**config.mk**
```make
export PLATFORM = sky130hd
export DESIGN_NAME = boa_stage_if
export DESIGN_NICKNAME = d
export VERILOG_FILES = /design/src/rtl/boa_stage_if.sv
export SDC_FILE = /design/constraint.sdc
export NUM_CORES = 1
export LEC_CHECK = 0
export CAP_MARGIN = 10
export CORE_MARGIN = 1.5
export CORE_UTILIZATION = 55
export DETAILED_ROUTE_END_ITERATION = 7
export DONT_BUFFER_PORTS = 1
export PLACE_DENSITY = 0.74
export SYNTH_ARGS = -nofsm -noshare
export SYNTH_HDL_FRONTEND = slang
export SYNTH_SLANG_ARGS = --single-unit
```
**constraint.sdc**
```tcl
create_clock -name clk -period 8.9 [get_ports clk]
set_input_delay 0.89 -clock clk [delete_from_list [all_inputs] [get_ports clk]]
set_output_delay 0.89 -clock clk [all_outputs]
set_load 0.02 [all_outputs]
```
**src/rtl/boa_stage_if.sv**
```systemverilog
// Boa32 instruction fetch stage.
// Owns the fetch PC, issues word reads on the instruction bus and fills the
// IF/ID register. A one-entry skid buffer catches the single response that can
// still arrive while decode is stalled, so no instruction is lost or repeated.
module boa_stage_if #(
  parameter logic [31:0] entrypoint = 32'h4000_0000
) (
  input  logic        clk,
  input  logic        rst,
  // IF/ID register
  output logic        q_valid,
  output logic [31:2] q_pc,
  output logic [31:0] q_insn,
  output logic        q_trap,
  output logic [3:0]  q_cause,
  // Redirect sources
  input  logic        id_branch_predict,
  input  logic [31:2] id_branch_target,
  input  logic        fw_branch_correct,
  input  logic [31:2] fw_branch_target,
  input  logic        fw_stall_if,
  // Instruction bus
  output logic        pbus_re,
  output logic [31:2] pbus_addr,
  input  logic        pbus_ready,
  input  logic [31:0] pbus_rdata,
  input  logic        pbus_err
);

  localparam logic [3:0] CAUSE_FETCH_FAULT = 4'd1;

  // Fetch bookkeeping
  logic [31:2] r_pc;
  logic        r_pend;
  logic [31:2] r_pendPc;
  logic        r_discard;
  logic        r_halted;

  // Skid buffer (valid is implied by the absence of a trap)
  logic        r_skidFull;
  logic [31:2] r_skidPc;
  logic [31:0] r_skidInsn;
  logic        r_skidTrap;

  logic        w_redirect;
  logic [31:2] w_redirTarget;
  logic        w_accept;
  logic        w_resp;
  logic        w_fault;

  // A later-stage correction always wins; a decode prediction only counts
  // when decode is actually advancing.
  assign w_redirect    = fw_branch_correct || (id_branch_predict && !fw_stall_if);
  assign w_redirTarget = fw_branch_correct ? fw_branch_target : id_branch_target;

  // While stalled, only issue if the response is guaranteed a free skid slot.
  assign pbus_re   = !rst && !r_halted && (!fw_stall_if || (!r_pend && !r_skidFull));
  assign pbus_addr = r_pc;
  assign w_accept  = pbus_re && pbus_ready;

  // A response is usable only if it was not flagged stale and no redirect is
  // throwing away the current instruction stream this cycle.
  assign w_resp  = r_pend && !r_discard && !w_redirect;
  assign w_fault = w_resp && pbus_err;

  // Track the PC, the single outstanding read and the halt-after-fault flag.
  always_ff @(posedge clk) begin
    if (rst) begin
      r_pc      <= entrypoint[31:2];
      r_pend    <= 1'b0;
      r_discard <= 1'b0;
      r_halted  <= 1'b0;
    end else begin
      r_pend    <= w_accept;
      r_discard <= w_accept && (w_redirect || w_fault);
      if (w_accept) begin
        r_pendPc <= r_pc;
      end
      if (w_redirect) begin
        r_pc <= w_redirTarget;
      end else if (w_accept) begin
        r_pc <= r_pc + 30'd1;
      end
      if (w_redirect) begin
        r_halted <= 1'b0;
      end else if (w_fault) begin
        r_halted <= 1'b1;
      end
    end
  end

  // Move responses into the IF/ID register, parking one in the skid when
  // decode cannot take it or an older parked entry must go first.
  always_ff @(posedge clk) begin
    if (rst) begin
      q_valid    <= 1'b0;
      q_trap     <= 1'b0;
      r_skidFull <= 1'b0;
    end else if (w_redirect) begin
      q_valid    <= 1'b0;
      q_trap     <= 1'b0;
      r_skidFull <= 1'b0;
    end else if (!fw_stall_if) begin
      if (r_skidFull) begin
        q_valid    <= !r_skidTrap;
        q_trap     <= r_skidTrap;
        q_cause    <= r_skidTrap ? CAUSE_FETCH_FAULT : 4'd0;
        q_pc       <= r_skidPc;
        q_insn     <= r_skidInsn;
        r_skidFull <= w_resp;
        if (w_resp) begin
          r_skidPc   <= r_pendPc;
          r_skidInsn <= pbus_rdata;
          r_skidTrap <= pbus_err;
        end
      end else if (w_resp) begin
        q_valid <= !pbus_err;
        q_trap  <= pbus_err;
        q_cause <= pbus_err ? CAUSE_FETCH_FAULT : 4'd0;
        q_pc    <= r_pendPc;
        q_insn  <= pbus_rdata;
      end else begin
        q_valid <= 1'b0;
        q_trap  <= 1'b0;
      end
    end else if (w_resp) begin
      r_skidFull <= 1'b1;
      r_skidPc   <= r_pendPc;
      r_skidInsn <= pbus_rdata;
      r_skidTrap <= pbus_err;
    end
  end

endmodule

```
==> summary.md <==
| Metric | Value |
|---|---|
| Sequential share of power | 55.4% |
| DR pass1 iterations | 5 |
| Hold Path Origin | r_pendPc[17] |
| Reg2reg path depth | 6 |
| Synthesis Warnings | 0 |
| Post-CTS Setup Bufs | 0 |
| Worst Tran Pin Value | 0.948 ns |
| Unrepaired setup endpoints after global routing | false |
| Maximum vdd ir drop | 0.124 mV |
| Yosys cell types | 64 |
| Lkg Pwr | 0.00274 uW |
| Combinational fraction of design power | 3.8% |
| Tmin final | 2.99 ns |
| CTS tree | done |
| GRT Residual Overflow | 0 |
| Setup Crit Path Kind | register to output pin |
| Post-layout nets | 619 |
| M2 GR Usage | 34.0% |
| Net Switching | 419 uW |
| Slowest cell on the critical path | nor3b_1 |
| R2R Setup Slk | 6.09 ns |
| Clock Latency Late Sink | 0.43 ns |
| Hold Path Depth | 0 |
| DIE AREA | 15100 um2 |
| Clk buf depth | 2 |
| Status | completed |
| GR Util met1 | 27.8% |
| Net Sw Frac | 22.4% |
| CP endpoint kind | output pin |
| Number of global-route vias before repair | 4286 |
| Final Max Slew Viols | 0 |
| Synth cell count leaders | edfxtp_1 (156), mux2_2 (63), dfxtp_1 (36) |
| Crit path largest cell delay | 0.71 ns |
| Root Buffer | clkbuf_16 |
| Critical Path Source Type | register |
| Netlist Area Pre-Place | 7910 um2 |
| Final hold vios | 0 |
| Dpl hpwl | 10700 um |
| Yosys reg bits | 192 |
| Num CTS Buffers | 17 |
| Met3 Use GR | 7.89% |
| Fin worst setup slack | 5.91 ns |
| Ports | 198 |
| Setup TNS | 0 ns |
| Via density per instance | 6.19 |
| FFs w/ async S/R, synth | 0% |
| Critical R2R Launch | r_skidFull |
| Vias | 4416 |
| Htree depth | 4 |
| Avg Inst Size Synth | 15.0 um2 |
| Synth top area cells | edfxtp_1 (59%), dfxtp_1 (9.1%), mux2_2 (9.0%) |
| Max Cap Viol | 0 |
| Hold Path Class | register to register |
| Area delta synth->final | 8.98% |
| F_max | 0.335 GHz |
| Vert. Die Dim | 123 um |
| Worst EP arrival | 2.10 ns |
| Layer with the highest usage | met2 |
| Worst path bufs/invs | 0 |
| Tcrit/Tclk final | 33.6% |
| Setup-failing EPs final | 0 |
| RR Endpoint | pbus_addr[23] |
| Slew Limit Headroom | 36.8% |
| Post-Place Setup Slack | 5.96 ns |
| Initial Util | 56.8% |
| Initial antenna violation count | 2 |
| Post-synthesis cell count | 526 |
| First-pass GRT wire length | 24200 um |
| Total track usage | 21.7% |
| CP Cell Sequence | o21ai_2 -> nor3b_1 |
| Share of layout cells above drive strength 1 | 23.5% |
| CTS sink cnt | 192 |
| Worst Hold End | r_skidPc[17] |
| Cts repair resizes | 0 |
| Top Family by Delay on Critical Path | simple AND/OR/NAND/NOR gates |
| WL final | 15900 um |
| Count leader, synth | edfxtp_1 |
| Int Power | 1450 uW |
| Final ANT Viol Nets | 0 |
| Prevailing post-synth register cell | edfxtp_1 |
| # rows | 43 |
| Routability congestion estimate | 0.864 |
| Number of fillers in the final layout | 1012 |
| Seq/Total Area, Yosys | 68.3% |
| Cts hold-fix bufs | 0 |
| CP required | 8.01 ns |
| Share of the synthesized area in the top cell type | 59.2% |
| Pwr/cell area | 217 nW/um2 |
| Iter 0 DRT Violations | 441 |
| Routed len/inst | 22.3 um |
| Clock Power Share | 40.8% |
| Crit path max fanout | 69 |
| Number of synthesized flops with an enable pin | 156 |
| Die width | 123 um |
| Port Buffer Count | 0 |
| Clk slew on worst S/H paths | 0.06 ns |
| Core Area | 13900 um2 |
| Cell taking the most area after synthesis | edfxtp_1 |
| Clock Skew | 0.00801 ns |
| Largest net degree at the start of global routing | 70 |
| DRC Markers | 0 |
## cells in the final DEF, fill, tap and decap left out, drive strengths merged, types with 12 or more instances in the layout
cell type / netlist / layout
a211oi: 31 / 31
a21oi: 13 / 13
clkbuf: 18 / 17
dfxtp: 36 / 36
edfxtp: 156 / 156
mux2: 63 / 63
nand2: 21 / 21
nand3: 17 / 17
nand4: 12 / 12
nor2: 12 / 12
nor2b: 16 / 16
o21ai: 12 / 12
## routing by layer
layer / vias to the layer above / part of all wire, %
met5: - / 0.069
met4: 2 / 1.3
met3: 17 / 11
met2: 241 / 48
met1: 2118 / 40
li1: 2038 / -
## flip-flops by register name (all words and copies together) (netlist names)
name	cells
pbus_addr	30
q_cause	1
q_insn	32
q_pc	30
q_trap	1
q_valid	1
r_discard	1
r_halted	1
r_pend	1
r_pendPc	30
r_skidFull	1
r_skidInsn	32
r_skidPc	30
r_skidTrap	1
## layout make-up
cell class	count	area, um2	share of cell area, %
Clock buffer	17	425	4.93
Clock inverter	15	175	2.03
Sequential cell	192	5410	62.7
Antenna cell	1	2.50	0.0290
Inverter	6	23.8	0.276
Timing Repair Buffer	3	22.5	0.261
Multi-Input combinational cell	299	2340	27.1
Tap cell	180	225	2.61
## stage by stage
stage	instances	hold WS, ns	cell area (um2)	utilization (%)	total power, uW
2_1_floorplan	528	0.422	7920	-	1110
4_1_cts	712	0.450	8620	61.8	1880
5_1_grt	713	0.467	8620	61.9	1920
6_report	713	0.447	8620	61.9	1870
3_3_place_gp	680	0.432	8020	57.5	1120
3_5_place_dp	680	0.433	8020	57.5	1130
## power by group through the flow
stage	combinational [uW]	clock, uW	sequential, uW
global route	79.0	807	1040
global placement	69.3	0	1050
finish	71.8	762	1030
floorplan	66.2	0	1040
CTS	72.4	776	1030
detailed placement	72.0	0	1060
## cell families after synthesis
kind of cell / count (synthesis) / synth area share [%]
buffers and inverters: 37 / 2.34
and+or+nand+nor: 128 / 10.6
adders and majority gates: 1 / 0.158
muxes: 68 / 9.60
xor gates and xnor gates: 18 / 1.99
other: 1 / 0.0474
AOI/OAI and AO/OA: 81 / 6.91
DFF: 192 / 68.3
## worst max-delay path by stage
stage / from / to / slack (ns) / cells after the start
3_3_place_gp: id_branch_predict / q_pc[4] / 6.08 / 5
2_1_floorplan: fw_stall_if / r_skidInsn[0] / 2.12 / 4
5_1_grt: r_skidFull / pbus_re / 5.71 / 2
4_1_cts: r_skidFull / pbus_re / 5.81 / 2
3_5_place_dp: id_branch_predict / q_pc[7] / 5.96 / 5
6_report: r_skidFull / pbus_re / 5.91 / 2
Power figures use the tool's default switching activity.
